### config.mk
export PLATFORM = sky130hd
export DESIGN_NAME = count_seg7_scan
export DESIGN_NICKNAME = d
export VERILOG_FILES = /design/src/rtl/count_seg7_pkg.sv /design/src/rtl/count_seg7_scan_bcd_to_seg7.sv /design/src/rtl/count_seg7_scan.sv
export SDC_FILE = /design/constraint.sdc
export NUM_CORES = 1
export LEC_CHECK = 0
export ABC_AREA = 0
export BUFFER_PORTS_ARGS = -buffer_cell sky130_fd_sc_hd__buf_2
export CAP_MARGIN = 5
export CORE_MARGIN = 5
export CORE_UTILIZATION = 35
export CTS_CLUSTER_SIZE = 30
export DETAILED_ROUTE_END_ITERATION = 16
export PLACE_DENSITY_LB_ADDON = 0.1
export SYNTH_ARGS = -nofsm -noshare
export SYNTH_HDL_FRONTEND = slang
export SYNTH_SLANG_ARGS = --single-unit
### constraint.sdc
create_clock -name clk -period 4 [get_ports clk]
set_input_delay 0.4 -clock clk [delete_from_list [all_inputs] [get_ports clk]]
set_output_delay 0.4 -clock clk [all_outputs]
set_load 0.02 [all_outputs]
### src/rtl/count_seg7_pkg.sv
// count_seg7_pkg: shared constants for the two-digit seven-segment scanner
package count_seg7_pkg;

    // Active-high segment patterns, bit order {g,f,e,d,c,b,a}
    localparam logic [6:0] SEG_0   = 7'h3F;
    localparam logic [6:0] SEG_1   = 7'h06;
    localparam logic [6:0] SEG_2   = 7'h5B;
    localparam logic [6:0] SEG_3   = 7'h4F;
    localparam logic [6:0] SEG_4   = 7'h66;
    localparam logic [6:0] SEG_5   = 7'h6D;
    localparam logic [6:0] SEG_6   = 7'h7D;
    localparam logic [6:0] SEG_7   = 7'h07;
    localparam logic [6:0] SEG_8   = 7'h7F;
    localparam logic [6:0] SEG_9   = 7'h6F;
    localparam logic [6:0] SEG_OFF = 7'h00;

    // Which digit slot is currently being driven
    typedef enum logic {
        UNITS = 1'b0,
        TENS  = 1'b1
    } digit_t;

    // Anode bit positions
    localparam int AN_UNITS = 0;
    localparam int AN_TENS  = 1;

endpackage

### src/rtl/count_seg7_scan_bcd_to_seg7.sv
// bcd_to_seg7: one BCD digit to an active-high {g..a} pattern, non-decimal codes dark
module bcd_to_seg7
    import count_seg7_pkg::*;
(
    input  logic [3:0] bcd,
    output logic [6:0] seg
);

    // Plain decode table; 10..15 never occur from the converter but stay dark
    always_comb begin
        case (bcd)
            4'd0:    seg = SEG_0;
            4'd1:    seg = SEG_1;
            4'd2:    seg = SEG_2;
            4'd3:    seg = SEG_3;
            4'd4:    seg = SEG_4;
            4'd5:    seg = SEG_5;
            4'd6:    seg = SEG_6;
            4'd7:    seg = SEG_7;
            4'd8:    seg = SEG_8;
            4'd9:    seg = SEG_9;
            default: seg = SEG_OFF;
        endcase
    end

endmodule

### src/rtl/count_seg7_scan.sv
// count_seg7_scan: snapshot a 0..31 count and scan it as two BCD digits onto a
// common-anode display. Define COUNT_SEG7_LEADING_ZERO_BLANK_EN to darken the
// tens slot when the tens digit is zero.
module count_seg7_scan
    import count_seg7_pkg::*;
#(
    parameter int REFRESH_DIV    = 50000,
    parameter bit SEG_ACTIVE_LOW = 1'b1,
    parameter bit AN_ACTIVE_LOW  = 1'b1
) (
    input  logic       clk,
    input  logic       reset_n,
    input  logic [4:0] count,
    output logic [6:0] seg,
    output logic [1:0] an
);

    localparam int             PW        = REFRESH_DIV > 1 ? $clog2(REFRESH_DIV) : 1;
    localparam logic [PW-1:0]  LAST      = PW'(REFRESH_DIV - 1);
    localparam logic [6:0]     SEG_BLANK = SEG_ACTIVE_LOW ? ~SEG_OFF : SEG_OFF;
    localparam logic [1:0]     AN_BLANK  = AN_ACTIVE_LOW ? 2'b11 : 2'b00;

    logic [PW-1:0] presc;
    logic          tick;
    digit_t        state;
    logic [4:0]    snap;
    logic [1:0]    tens;
    logic [3:0]    units;
    logic [3:0]    digit;
    logic [6:0]    pat;
    logic          blank;
    logic [6:0]    seg_on;
    logic [1:0]    an_on;

    assign tick = presc == LAST;

    // Slot-length prescaler, wraps after REFRESH_DIV clocks
    always_ff @(posedge clk or negedge reset_n) begin
        if (!reset_n)
            presc <= '0;
        else
            presc <= tick ? '0 : presc + 1'b1;
    end

    // Digit FSM; the snapshot is taken when leaving TENS so a frame never mixes samples
    always_ff @(posedge clk or negedge reset_n) begin
        if (!reset_n) begin
            state <= UNITS;
            snap  <= '0;
        end else if (tick) begin
            state <= state == UNITS ? TENS : UNITS;
            if (state == TENS)
                snap <= count;
        end
    end

    assign tens  = snap >= 5'd30 ? 2'd3 : snap >= 5'd20 ? 2'd2 : snap >= 5'd10 ? 2'd1 : 2'd0;
    assign units = 4'(snap - 5'd10 * {3'b000, tens});
    assign digit = state == TENS ? {2'b00, tens} : units;

    bcd_to_seg7 u_dec (
        .bcd (digit),
        .seg (pat)
    );

`ifdef COUNT_SEG7_LEADING_ZERO_BLANK_EN
    assign blank = state == TENS && tens == 2'd0;
`else
    assign blank = 1'b0;
`endif

    assign seg_on = blank ? SEG_OFF : pat;
    assign an_on  = blank ? 2'b00 : state == TENS ? 2'(1 << AN_TENS) : 2'(1 << AN_UNITS);

    // Registered drive; seg and an share one edge so digits never ghost into each other
    always_ff @(posedge clk or negedge reset_n) begin
        if (!reset_n) begin
            seg <= SEG_BLANK;
            an  <= AN_BLANK;
        end else begin
            seg <= SEG_ACTIVE_LOW ? ~seg_on : seg_on;
            an  <= AN_ACTIVE_LOW ? ~an_on : an_on;
        end
    end

endmodule

Yosys cells after proc, flatten, opt, wreduce, memory -nomap -nowiden:

Memory sizes are Yosys's and may differ from the RTL's.
Cells that the tools add are included.

* add/subtract/negate cells: 2
* equal/unequal tests: 1
* bitwise gates (word level): 2
* multiplexer cells: 7
* shift-type cells: 0
* order comparisons: 3
* divide/modulo/power cells: 0
* multipliers: 1
* reductions and logical operators: 1

Operator list (count)
* $add 16x1->16 const B: 1
* $eq 16x16->1 const B: 1
* $mux 16: 1
* $ge 5x5->1 const B: 2
* $not 7->7: 1
* $mux 2: 3
* $ge 5x4->1 const B: 1
* $mux 4: 1
* $sub 4x4->4: 1
* $mul 3x2->3 const A: 1
* $mux 1: 2
* $not 2->2: 1
* $reduce_and 2->1: 1

* bits in registers: 31
* memories kept: 1
* bits in latches: 0
* bits in read-only memories: 112
* RAM bits: 0
* input port bits: 7
* output and inout bits: 9

Memory list
* (no name shown): words 16, bits a word 7, read ports 1, clocked after memory_dff 0, wr ports 0, line count_seg7_scan_bcd_to_seg7.sv:11 `case (bcd)`

Longest topological paths before layout:

Gate-level depths: netlist of run 1.
An unclocked memory read counts as a cell.

* depth after elaboration: 9
* mapped depth: 12

Hierarchy:

From an unflattened synthesis of run 1, not the netlist that was laid out.

* cells, all modules: 141
* area, all modules: 1589.0 um^2

Modules (own cells, without submodules)
* count_seg7_scan: cells each 115, times used 1, area an instance 1387.6 um^2, sequential area each 787.0 um^2
* bcd_to_seg7: cells each 26, times used 1, area an instance 201.4 um^2, sequential area each 0.0 um^2

Worst setup path before layout of run 1:

No wires, ideal clock.

* path kind: reg-to-reg
* start point: register snap[2]
* end point: register seg[6]
* path buffers: 1
* library setup time: 0.098 ns
* arrival time: 2.293 ns
* stages on the path, launching flop included: 12
* path slack: 1.609 ns
* path through: dfrtp_1 -> nand2b_1 -> a21oi_1 -> mux2_2 -> inv_1 -> ha_1 -> fa_1 -> clkbuf_1 -> nand2_1 -> inv_1 -> nor3_1 -> a221oi_1

* word-level cells in the longest chain between the ends: 9
* elaborated cells on any way between the ends: 11
* those cells by class: 1 x add/sub; 1 x mul; 3 x order compare; 4 x mux; 1 x bitwise; 1 x memory

RTL lines
* from (decl): line count_seg7_scan.sv:26 `logic [4:0] snap;`
* from (signal assigned): line count_seg7_scan.sv:53 `snap <= count;`
* $ge 5x4->1: line count_seg7_scan.sv:57 `assign tens = snap >= 5'd30 ? 2'd3 : snap >= 5'd20 ? 2'd2 : snap >= 5'd10 ? 2'd1 : 2'd0;`
* $mux 1: line count_seg7_scan.sv:57
* $mux 2 (2 in series): line count_seg7_scan.sv:57
* $mul 3x2->3: line count_seg7_scan.sv:58 `assign units = 4'(snap - 5'd10 * {3'b000, tens});`
* $sub 4x4->4: line count_seg7_scan.sv:58
* $mux 4 *: line count_seg7_scan.sv:59 `assign digit = state == TENS ? {2'b00, tens} : units;`
* $mem_v2 16x7 *
* $not 7->7 *: line count_seg7_scan.sv:81 `seg <= SEG_ACTIVE_LOW ? ~seg_on : seg_on;`
* to (signal assigned): line count_seg7_scan.sv:81
* to (decl): line count_seg7_scan.sv:14 `output logic [6:0] seg,`

Mark *: on every way between the ends. The rest lies on a longest branch, timed or not.
A chain may end at the register's enable or synchronous reset.

Worst setup path after layout of run 1:

Same ends and word-level chain as after synthesis.

==> results of run 1 <==
## final cells by class
type / count / area (um^2)
clock buffers: 6 / 82.6
clock inverters: 2 / 35.0
fillers: 434 / 2540
inverters: 9 / 33.8
multi-input cells: 98 / 734
flip-flops and latches: 31 / 787
well taps: 52 / 65.1
repair buffers: 15 / 75.1
## worst max-delay path: stages, from the launching register on
cell                       delay, ns
sky130_fd_sc_hd__dfrtp_1        0.41
sky130_fd_sc_hd__nand2b_1       0.19
sky130_fd_sc_hd__a21oi_1        0.15
sky130_fd_sc_hd__mux2_2         0.17
sky130_fd_sc_hd__inv_1          0.05
sky130_fd_sc_hd__ha_1           0.18
sky130_fd_sc_hd__fa_1           0.69
sky130_fd_sc_hd__nand2_1        0.14
sky130_fd_sc_hd__nor3_1         0.33
sky130_fd_sc_hd__a221oi_1       0.09
## layer usage
| layer | wire (um) | global-route usage [%] | up-vias |
|---|---|---|---|
| met4 | 59 | 5.15 | 0 |
| li1 | - | - | 522 |
| met5 | 0 | 0 | - |
| met1 | 1260 | 12.3 | 509 |
| met3 | 98 | 3.98 | 6 |
| met2 | 1410 | 18.0 | 10 |
## layout by cell type, fill, tap and decap left out, types with 2 or more instances in the layout
master | netlist | layout
sky130_fd_sc_hd__inv_1 | 9 | 9
sky130_fd_sc_hd__xor2_1 | 6 | 6
sky130_fd_sc_hd__nor3_1 | 4 | 4
sky130_fd_sc_hd__clkbuf_8 | 0 | 6
sky130_fd_sc_hd__dfstp_2 | 9 | 9
sky130_fd_sc_hd__nor2b_1 | 3 | 3
sky130_fd_sc_hd__ha_1 | 7 | 7
sky130_fd_sc_hd__mux2_4 | 5 | 5
sky130_fd_sc_hd__buf_2 | 1 | 15
sky130_fd_sc_hd__nand2_1 | 7 | 7
sky130_fd_sc_hd__a21o_1 | 3 | 3
sky130_fd_sc_hd__o21a_1 | 2 | 2
sky130_fd_sc_hd__and3_1 | 3 | 3
sky130_fd_sc_hd__a221oi_1 | 2 | 2
sky130_fd_sc_hd__nand3_1 | 5 | 5
sky130_fd_sc_hd__nand2b_1 | 3 | 3
sky130_fd_sc_hd__nor4_1 | 3 | 3
sky130_fd_sc_hd__dfrtp_1 | 22 | 22
sky130_fd_sc_hd__nor2_1 | 14 | 14
sky130_fd_sc_hd__xnor2_1 | 10 | 10
sky130_fd_sc_hd__a211oi_1 | 2 | 2
sky130_fd_sc_hd__nand4_1 | 4 | 4
sky130_fd_sc_hd__a21oi_1 | 3 | 3
## cell families (layout without fill, tap and decap cells)
| group | Yosys count | after routing | share of synthesized area [%] |
|---|---|---|---|
| AO/OA/AOI/OAI | 16 | 16 | 7.17 |
| buffers and inverters | 13 | 32 | 3.18 |
| XOR/XNOR | 16 | 16 | 8.92 |
| multiplexers | 7 | 7 | 6.13 |
| flip-flops | 31 | 31 | 50.1 |
| AND/OR/NAND/NOR | 51 | 51 | 17.7 |
| adder cells (fa/ha/maj) | 8 | 8 | 6.85 |
## synth_stat cells (all sizes together) (2+ instances only)
cell	n
dfrtp	22
nor2	14
xnor2	10
dfstp	9
inv	9
nand2	8
ha	7
mux2	6
xor2	6
nand3	5
nand4	4
nor3	4
nor4	4
a21o	3
a21oi	3
and3	3
nand2b	3
nor2b	3
a211oi	2
a221oi	2
buf	2
clkbuf	2
o21a	2
## registers in the layout, summed over array words and instances, names as in the netlist
signal	cells
presc	16
seg	7
snap	5
an	2
state	1
## metrics by stage
| step | total power, mW | instances |
|---|---|---|
| floorplan | 0.448 | 142 |
| global route | 0.837 | 213 |
| global placement | 0.488 | 205 |
| CTS | 0.809 | 213 |
| detailed placement | 0.488 | 205 |
| finish | 0.794 | 213 |
## power by group through the flow
stage | sequential, mW | combinational, mW | clock, mW
after floorplan | 0.389 | 0.0592 | 0
after global placement | 0.360 | 0.128 | 0
after detailed placement | 0.361 | 0.126 | 0
after CTS | 0.356 | 0.127 | 0.327
after global routing | 0.358 | 0.140 | 0.339
final | 0.355 | 0.124 | 0.314
## worst max path at each step
stage | startpoint | endpoint | slack, ns | cells after the start
2_1_floorplan | snap[2] | seg[6] | 1.61 | 11
3_3_place_gp | snap[2] | seg[6] | 1.57 | 9
3_5_place_dp | snap[2] | seg[6] | 1.50 | 9
4_1_cts | snap[2] | seg[4] | 1.50 | 9
5_1_grt | snap[2] | seg[6] | 1.23 | 9
6_report | snap[2] | seg[6] | 1.50 | 9
==> results_tabular.tex, run 1 <==
\begin{tabular}{lr}
\hline
Metric & Value \\
\hline
\multicolumn{2}{l}{\textbf{Run status}} \\
\quad Run status & completed \\
\multicolumn{2}{l}{\textbf{Power}} \\
\quad Maximum VDD drop & 174 uV \\
\quad Fraction of power spent switching nets & between 20\% and 30\% \\
\quad Clock network fraction of total power & 39.6\% \\
\quad Total power divided by cell area & between 400 and 500 nW/um\^{}2 \\
\quad Total net switching power & 198 uW \\
\quad Comb pwr share & 15.7\% \\
\quad Cell Int Power & 596 uW \\
\quad Flop pwr share & 44.7\% \\
\quad Leakage power figure & roughly 0.84 nW \\
\multicolumn{2}{l}{\textbf{Clocking}} \\
\quad Clk buf depth & 2 \\
\quad Clock latency at the later pin of the worst-skew pair & 0.28 ns \\
\quad TritonCTS clock tree & built \\
\quad Number of buffers added for setup after CTS & 0 \\
\quad Worst-path clk slew & 0.07 ns \\
\quad Post-CTS resize count & 0 \\
\quad H-tree levels & 2 \\
\quad Sink count of the clock tree & 31 \\
\quad CTS Buf Count & 5 \\
\quad Buffer type at the clock tree root & sky130\_fd\_sc\_hd\_\_clkbuf\_8 \\
\quad Cts hold-fix bufs & 0 \\
\multicolumn{2}{l}{\textbf{Timing}} \\
\quad Count of endpoints failing setup in the final report & 0 \\
\quad Max-slew violation count & 0 \\
\quad Fin crit share & 62.5\% \\
\quad RSZ-0062 raised after global routing & false \\
\quad Least-Margin Pin Slew & 0.686 ns \\
\quad Max Fclk & approximately 400 MHz \\
\quad Fin worst setup slack & 1.50 ns \\
\quad Clock Skew & 0.00433 ns \\
\quad Shortest clock period the worst path allows after layout & 2.50 ns \\
\quad Final sum of negative setup slack & 0 ns \\
\quad Worst hold slack & 0.149 ns \\
\quad Slew margin rel. & between 50\% and 60\% \\
\quad Hold violation count in the final report & 0 \\
\multicolumn{2}{l}{\textbf{Worst setup path}} \\
\quad Worst Reg-to-Reg Cells & 9 \\
\quad Endpoint of the most critical register-to-register path & seg[6] \\
\quad Flop-to-flop setup slack & 1.50 ns \\
\quad Kind of start point of the critical path & flop \\
\quad Type of destination of the critical path & flop \\
\quad Required time reported for the critical path endpoint & 4.17 ns \\
\quad Setup Crit Path Kind & reg2reg \\
\quad Critical-path maximum fanout & 11 \\
\quad Worst EP arrival & around 2.7 ns \\
\quad Launch instance of the worst register-to-register path & snap[2] \\
\multicolumn{2}{l}{\textbf{Yosys}} \\
\quad Number of cells produced by synthesis & 142 \\
\quad Total of flip-flops plus latches after synthesis & 31 \\
\quad Warnings, synthesis & 0 \\
\quad Synth Flop Type & sky130\_fd\_sc\_hd\_\_dfrtp\_1 \\
\quad Synth cell types & 36 \\
\quad Leading post-synthesis cells by cell area & sky130\_fd\_sc\_hd\_\_dfrtp\_1 (35\%), sky130\_fd\_sc\_hd\_\_dfstp\_2 (15\%), sky130\_fd\_sc\_hd\_\_ha\_1 (5.6\%) \\
\quad Register area share after synthesis & 50.1\% \\
\quad Synth async-reset ratio & 100\% \\
\quad Post-Syn Area & 1570 um\^{}2 \\
\quad Number of flops mapped to enable cells by yosys & 0 \\
\quad Synth Net Count & 157 \\
\quad Largest area contributor in the netlist & sky130\_fd\_sc\_hd\_\_dfrtp\_1 \\
\quad Average footprint of a synthesized cell & 11.1 um\^{}2 \\
\quad Area fraction of the dominant cell type after synthesis & 35.0\% \\
\multicolumn{2}{l}{\textbf{Placed design}} \\
\quad DP HPWL & slightly above 2000 um \\
\quad Placer's final routability congestion estimate & roughly 0.84 \\
\quad Placed cell areas & 1700 um\^{}2 \\
\quad Buffers on Ports & 15 \\
\quad Post-placement worst setup slack & about 1.5 ns \\
\multicolumn{2}{l}{\textbf{Global routing}} \\
\quad Residual overflow from global routing & 0 \\
\quad Combined global-route utilization of all metal layers & 10.8\% \\
\quad Antenna violations before repair & 0 \\
\quad Via count of the first global-routing pass & 1111 \\
\quad Largest net degree at the start of global routing & 32 \\
\quad Global-route wire length before repair & 5090 um \\
\multicolumn{2}{l}{\textbf{Route}} \\
\quad DR DRC count & 0 \\
\quad Total wire length & 2820 um \\
\quad Routed via count & 1047 \\
\quad Number of optimization iterations in the first detailed-route pass & 4 \\
\quad DRC violation total after the first TritonRoute iteration & 12 \\
\quad Post-route antenna net violation count & 0 \\
\quad Final routed wire length divided by cell count & around 13 um \\
\quad Post-DR vias/cell & 4.92 \\
\multicolumn{2}{l}{\textbf{Cells and area}} \\
\quad Fraction of layout instances using a drive strength above 1 & 25.5\% \\
\quad Number of nets in the layout & 175 \\
\quad Number of inserted diodes & 0 \\
\quad Final core area utilization & 41.6\% \\
\quad Post-layout instance area & 1810 um\^{}2 \\
\quad Area growth, synth to finish & 15.4\% \\
\multicolumn{2}{l}{\textbf{Floorplan}} \\
\quad Full die area & 5930 um\^{}2 \\
\quad Placement Rows & 24 \\
\quad Placeable core region & around 4400 um\^{}2 \\
\quad Chip height & 77.0 um \\
\quad Die boundary width & 77.0 um \\
\quad Starting utilization of the core area & 36.1\% \\
\quad Ports & 16 \\
\multicolumn{2}{l}{\textbf{Job}} \\
\quad Maximum capacitance violations & 0 \\
\multicolumn{2}{l}{\textbf{Hold path}} \\
\quad Classification of the worst-slack hold path & in2async \\
\hline
\end{tabular}
Note: power is estimated with default switching activity, not from simulation.
==> inputs of run 2 (changes only) <==
- clock period: 4 -> 2.6 ns (I/O delays scaled with it)
==> results_tabular.tex, run 2 (synthesis results as in run 1) <==
\begin{tabular}{lr}
\hline
Metric & Value \\
\hline
\multicolumn{2}{l}{\textbf{Run status}} \\
\quad Run status & completed \\
\multicolumn{2}{l}{\textbf{Clocking}} \\
\quad Clk buf depth & 2 \\
\quad CTS Buf Count & 5 \\
\quad H-tree levels & 2 \\
\quad Worst-path clk slew & around 0.060 ns \\
\quad Cts hold-fix bufs & 0 \\
\quad TritonCTS clock tree & built \\
\quad Buffer type at the clock tree root & sky130\_fd\_sc\_hd\_\_clkbuf\_8 \\
\quad Sink count of the clock tree & 31 \\
\quad Clock latency at the later pin of the worst-skew pair & 0.28 ns \\
\multicolumn{2}{l}{\textbf{Route}} \\
\quad Number of optimization iterations in the first detailed-route pass & 4 \\
\quad Final routed wire length divided by cell count & 12.8 um \\
\quad Total wire length & 2770 um \\
\quad DRC violation total after the first TritonRoute iteration & 12 \\
\quad DR DRC count & 0 \\
\quad Post-DR vias/cell & 4.86 \\
\quad Post-route antenna net violation count & 0 \\
\quad Routed via count & around 1.0k \\
\multicolumn{2}{l}{\textbf{Timing}} \\
\quad Least-Margin Pin Slew & 0.672 ns \\
\quad Clock Skew & around 0.0041 ns \\
\quad Slew margin rel. & 55.2\% \\
\quad Fin crit share & 93.7\% \\
\quad RSZ-0062 raised after global routing & false \\
\quad Final sum of negative setup slack & 0 ns \\
\quad Max Fclk & 411 MHz \\
\quad Shortest clock period the worst path allows after layout & 2.44 ns \\
\quad Worst hold slack & 0.0139 ns \\
\quad Max-slew violation count & 0 \\
\quad Hold violation count in the final report & 0 \\
\quad Count of endpoints failing setup in the final report & 0 \\
\multicolumn{2}{l}{\textbf{Worst setup path}} \\
\quad Number of buffer and inverter instances along the worst setup path & 1 \\
\quad Critical-path maximum fanout & 7 \\
\quad Slowest cell on the critical path & sky130\_fd\_sc\_hd\_\_fa\_1 \\
\quad Worst path cell trace & nand2b\_1 > a21oi\_1 > mux2\_2 > inv\_1 > ha\_1 > fa\_1 > xor2\_2 > a21o\_1 > a221oi\_1 \\
\quad Type of destination of the critical path & flop \\
\quad Worst EP arrival & between 2 and 3 ns \\
\quad Required time reported for the critical path endpoint & about 2.8 ns \\
\quad Setup Crit Path Kind & reg2reg \\
\quad Cell type group with the largest total delay on the critical path & adder cells \\
\quad Kind of start point of the critical path & flop \\
\quad Worst stage delay on the critical path & approximately 0.46 ns \\
\multicolumn{2}{l}{\textbf{Cells and area}} \\
\quad Final cell count without fillers & between 200 and 250 \\
\quad Largest registers in the final layout & presc: 16 flops, seg: 7 flops, snap: 5 flops \\
\quad Most common cell after layout, fill and taps aside & sky130\_fd\_sc\_hd\_\_dfrtp\_1 \\
\quad Post-layout instance area & 1840 um\^{}2 \\
\quad Area growth, synth to finish & 17.0\% \\
\quad Number of inserted diodes & 0 \\
\quad Max reg flops & 16 \\
\quad Fraction of layout instances using a drive strength above 1 & 28.0\% \\
\quad Top library cells by usage in the layout, fill and taps aside & sky130\_fd\_sc\_hd\_\_dfrtp\_1 (22), sky130\_fd\_sc\_hd\_\_buf\_2 (15), sky130\_fd\_sc\_hd\_\_nor2\_1 (14) \\
\quad Number of nets in the layout & 178 \\
\quad Biggest register & presc \\
\quad Final core area utilization & 42.2\% \\
\multicolumn{2}{l}{\textbf{Global routing}} \\
\quad Antenna violations before repair & 0 \\
\quad Via count of the first global-routing pass & between 1k and 1.5k \\
\quad Residual overflow from global routing & 0 \\
\quad Global-route wire length before repair & a little over 5000 um \\
\quad Largest net degree at the start of global routing & 32 \\
\quad Combined global-route utilization of all metal layers & 10.7\% \\
\multicolumn{2}{l}{\textbf{Floorplan}} \\
\quad Full die area & 5930 um\^{}2 \\
\quad Ports & 16 \\
\quad Die boundary width & about 77 um \\
\quad Chip height & about 77 um \\
\quad Placeable core region & 4350 um\^{}2 \\
\quad Starting utilization of the core area & 36.1\% \\
\quad Placement Rows & 24 \\
\multicolumn{2}{l}{\textbf{Power}} \\
\quad Clock network fraction of total power & 35.7\% \\
\quad Maximum VDD drop & roughly 310 uV \\
\quad Comb pwr share & around 17\% \\
\quad Cell Int Power & 854 uW \\
\quad Fraction of power spent switching nets & 26.4\% \\
\quad Total power divided by cell area & 632 nW/um\^{}2 \\
\quad Total net switching power & around 310 uW \\
\quad Leakage power figure & 0.859 nW \\
\quad Flop pwr share & 47.2\% \\
\multicolumn{2}{l}{\textbf{Placed design}} \\
\quad Placed cell areas & 1720 um\^{}2 \\
\quad DP HPWL & $\sim$2000 um \\
\quad Placer's final routability congestion estimate & 0.766 \\
\quad Buffers on Ports & 15 \\
\quad Placed insts & 208 \\
\multicolumn{2}{l}{\textbf{Job}} \\
\quad Maximum capacitance violations & 0 \\
\multicolumn{2}{l}{\textbf{Hold path}} \\
\quad Classification of the worst-slack hold path & in2async \\
\hline
\end{tabular}
run 2: through the flow:
stage	setup WS [ns]	power [mW]
floorplan	0.209	0.689
global placement	0.203	0.754
detailed placement	0.0986	0.754
CTS	0.0745	1.17
global route	0.00427	1.22
finish	0.165	1.16
run 2: per-layer routing:
metal | routed length (um) | vias up | part of all wire (%) | track usage, %
met4 | 48 | 0 | 1.7 | 4.64
li1 | - | 526 | - | -
met2 | 1360 | 15 | 49 | 17.1
met1 | 1280 | 501 | 46 | 13.2
met5 | 0 | - | 0 | 0
met3 | 90 | 7 | 3.2 | 3.16
run 2: repair_timing:
action                                  in CTS  in global routing
setup buffers                                0                  0
resized for setup                            0                  3
endpoints found under the setup margin       0                  5
run 2: layout make-up:
type / count / area [um^2]
clock buffer: 8 / 100
fill: 419 / 2520
tap: 52 / 65.1
timing repair buffer: 18 / 97.6
inverter: 9 / 33.8
multi-input combinational: 98 / 754
sequential: 31 / 787
run 2: power by group through the flow:
stage	Clock (mW)	Sequential, mW	Combinational (mW)
2_1_floorplan	0	0.598	0.0910
5_1_grt	0.447	0.552	0.223
3_3_place_gp	0	0.556	0.198
3_5_place_dp	0	0.557	0.197
6_report	0.414	0.547	0.199
4_1_cts	0.425	0.549	0.198
run 2: final timing paths:
check | start | to | slack, ns | depth (start not counted)
worst max register to register | snap[2] | seg[5] | 0.16 | 9
min in group clk | count[0] | snap[0] | 0.21 | 2
worst min-delay path | reset_n | presc[3] | 0.01 | 1
worst min register to register | presc[15] | presc[15] | 0.49 | 1
worst max-delay path | snap[2] | seg[5] | 0.16 | 9
max in group asynchronous | reset_n | presc[8] | 2.15 | 1
==> inputs of run 3 (changes only) <==
- SKIP_CTS_REPAIR_TIMING: unset -> 1
- clock period: 2.6 -> 2.4 ns (I/O delays scaled with it)
==> results_tabular.tex, run 3 (synthesis results as in run 1) <==
\begin{tabular}{lr}
\hline
Metric & Value \\
\hline
\multicolumn{2}{l}{\textbf{Worst setup path}} \\
\quad Worst EP arrival & between 2 and 3 ns \\
\quad Type of destination of the critical path & flop \\
\quad Critical-path maximum fanout & 6 \\
\quad Kind of start point of the critical path & flop \\
\quad Required time reported for the critical path endpoint & 2.59 ns \\
\quad Setup Crit Path Kind & reg2reg \\
\multicolumn{2}{l}{\textbf{Cells and area}} \\
\quad Number of inserted diodes & 0 \\
\quad Number of nets in the layout & 187 \\
\quad Area growth, synth to finish & 26.5\% \\
\quad Max reg flops & 16 \\
\quad Most common cell after layout, fill and taps aside & sky130\_fd\_sc\_hd\_\_dfrtp\_1 \\
\quad Fraction of layout instances using a drive strength above 1 & 39.9\% \\
\quad Number of filler cells placed in the layout & 416 \\
\quad Final core area utilization & between 40\% and 50\% \\
\quad Biggest register & presc \\
\quad Top library cells by usage in the layout, fill and taps aside & sky130\_fd\_sc\_hd\_\_dfrtp\_1 (21), sky130\_fd\_sc\_hd\_\_buf\_2 (15), sky130\_fd\_sc\_hd\_\_nor2\_1 (14), sky130\_fd\_sc\_hd\_\_buf\_4 (11) \\
\quad Largest registers in the final layout & presc: 16 flops, seg: 7 flops, snap: 5 flops \\
\multicolumn{2}{l}{\textbf{Placed design}} \\
\quad Buffers on Ports & 15 \\
\quad Post-placement worst setup slack & -0.00196 ns \\
\quad Placer's final routability congestion estimate & about 0.82 \\
\quad DP HPWL & roughly 2100 um \\
\multicolumn{2}{l}{\textbf{Timing}} \\
\quad Hold violation count in the final report & 3 \\
\quad Fin crit share & 99.7\% \\
\quad Clock Skew & 0.00913 ns \\
\quad Max-slew violation count & 0 \\
\quad Count of endpoints failing setup in the final report & 0 \\
\quad Least-Margin Pin Slew & 0.690 ns \\
\quad Shortest clock period the worst path allows after layout & 2.39 ns \\
\quad Max Fclk & about 420 MHz \\
\quad Fin worst setup slack & 0.00654 ns \\
\quad Slew margin rel. & 54.0\% \\
\quad Worst hold slack & -0.00132 ns \\
\multicolumn{2}{l}{\textbf{Global routing}} \\
\quad Via count of the first global-routing pass & 1158 \\
\quad Combined global-route utilization of all metal layers & between 10\% and 20\% \\
\quad Global-route wire length before repair & 5330 um \\
\quad Largest net degree at the start of global routing & 32 \\
\quad Antenna violations before repair & 0 \\
\quad Residual overflow from global routing & 0 \\
\multicolumn{2}{l}{\textbf{Clocking}} \\
\quad Sink count of the clock tree & 31 \\
\quad CTS Buf Count & 5 \\
\quad H-tree levels & 2 \\
\quad Clk buf depth & 2 \\
\quad Buffer type at the clock tree root & sky130\_fd\_sc\_hd\_\_clkbuf\_8 \\
\quad TritonCTS clock tree & built \\
\quad Clock latency at the later pin of the worst-skew pair & around 0.28 ns \\
\quad Worst-path clk slew & 0.07 ns \\
\multicolumn{2}{l}{\textbf{Run status}} \\
\quad Failing checks & negative hold slack \\
\quad Run status & finished, violations left \\
\multicolumn{2}{l}{\textbf{Route}} \\
\quad Post-DR vias/cell & 4.81 \\
\quad Number of optimization iterations in the first detailed-route pass & 4 \\
\quad DRC violation total after the first TritonRoute iteration & 17 \\
\quad Total wire length & approximately 3200 um \\
\quad Final routed wire length divided by cell count & 14.1 um \\
\quad DR DRC count & 0 \\
\quad Post-route antenna net violation count & 0 \\
\quad Routed via count & 1083 \\
\multicolumn{2}{l}{\textbf{Floorplan}} \\
\quad Chip height & 77.0 um \\
\quad Starting utilization of the core area & 36.1\% \\
\quad Ports & 16 \\
\quad Placeable core region & about 4400 um\^{}2 \\
\quad Full die area & 5930 um\^{}2 \\
\quad Placement Rows & 24 \\
\quad Die boundary width & 77.0 um \\
\multicolumn{2}{l}{\textbf{Power}} \\
\quad Maximum VDD drop & 311 uV \\
\quad Total power divided by cell area & 651 nW/um\^{}2 \\
\quad Leakage power figure & 0.917 nW \\
\multicolumn{2}{l}{\textbf{Hold path}} \\
\quad Classification of the worst-slack hold path & in2async \\
\multicolumn{2}{l}{\textbf{Job}} \\
\quad Maximum capacitance violations & 0 \\
\hline
\end{tabular}
==> run 3: cell count changes in the layout (fill, tap and decap cells not counted), moves of 2 or more <==
| cell | previous run | this run |
|---|---|---|
| sky130_fd_sc_hd__inv_1 | 9 | 7 |
| sky130_fd_sc_hd__nor4_2 | 0 | 2 |
| sky130_fd_sc_hd__nor4_1 | 3 | 1 |
| sky130_fd_sc_hd__a211oi_2 | 0 | 2 |
| sky130_fd_sc_hd__buf_4 | 3 | 11 |
| sky130_fd_sc_hd__a211oi_1 | 2 | 0 |
| sky130_fd_sc_hd__inv_2 | 0 | 2 |
==> run 3: through the flow <==
step | hold WS (ns) | instances | setup TNS [ns] | power [mW] | instance area, um^2
final | -0.00132 | 225 | 0 | 1.29 | 1990
after global routing | 0.0631 | 225 | -0.184 | 1.36 | 1990
after CTS | 0.0217 | 219 | -0.229 | 1.25 | 1830
after detailed placement | 0.329 | 211 | -0.00196 | 0.828 | 1740
after global placement | 0.314 | 211 | 0 | 0.826 | 1740
after floorplan | -0.0556 | 142 | 0 | 0.747 | 1570
==> run 3: routing by layer <==
metal,track usage [%],up-vias,wire length [um]
met4,4.30,0,41
met5,0,-,0
met1,12.8,523,1440
li1,-,544,-
met2,18.6,12,1600
met3,3.86,4,92
==> run 3: critical path, cell delays in order (launching register included) <==
cell and delay [ns]:
sky130_fd_sc_hd__dfrtp_1 0.41, sky130_fd_sc_hd__nand2b_4 0.17, sky130_fd_sc_hd__a21oi_2 0.13, sky130_fd_sc_hd__mux2_4 0.17, sky130_fd_sc_hd__inv_2 0.04, sky130_fd_sc_hd__ha_4 0.15, sky130_fd_sc_hd__fa_2 0.45, sky130_fd_sc_hd__xor2_4 0.19
sky130_fd_sc_hd__buf_6 0.14, sky130_fd_sc_hd__a21o_1 0.20, sky130_fd_sc_hd__a221oi_2 0.25
==> run 3: cell type report <==
type	instances	area (um^2)	area share, %
sequential	31	788	39.6
clock inverter	1	5.00	0.252
clock buffer	7	86.3	4.34
multi-input combinational	98	841	42.3
timing repair buffer	27	169	8.50
tap	52	65.1	3.27
inverter	9	33.8	1.70
==> run 3: final timing paths <==
| check | startpoint | endpoint | slack (ns) | cells after the start |
|---|---|---|---|---|
| setup / recovery | snap[2] | seg[5] | 0.007 | 10 |
| hold / removal | reset_n | presc[10] | -0.001 | 1 |
| setup reg to reg | snap[2] | seg[5] | 0.007 | 10 |
| hold reg to reg | presc[0] | presc[0] | 0.49 | 1 |
| max in group asynchronous | reset_n | snap[4] | 1.92 | 1 |
| min in group clk | count[0] | snap[0] | 0.19 | 2 |
==> run 3: report_power, final <==
part	switching (mW)	leakage, nW	internal (mW)
clock	0.187	0.0482	0.231
combinational	0.159	0.494	0.124
sequential	0.0126	0.375	0.581
total	0.359	0.917	0.936
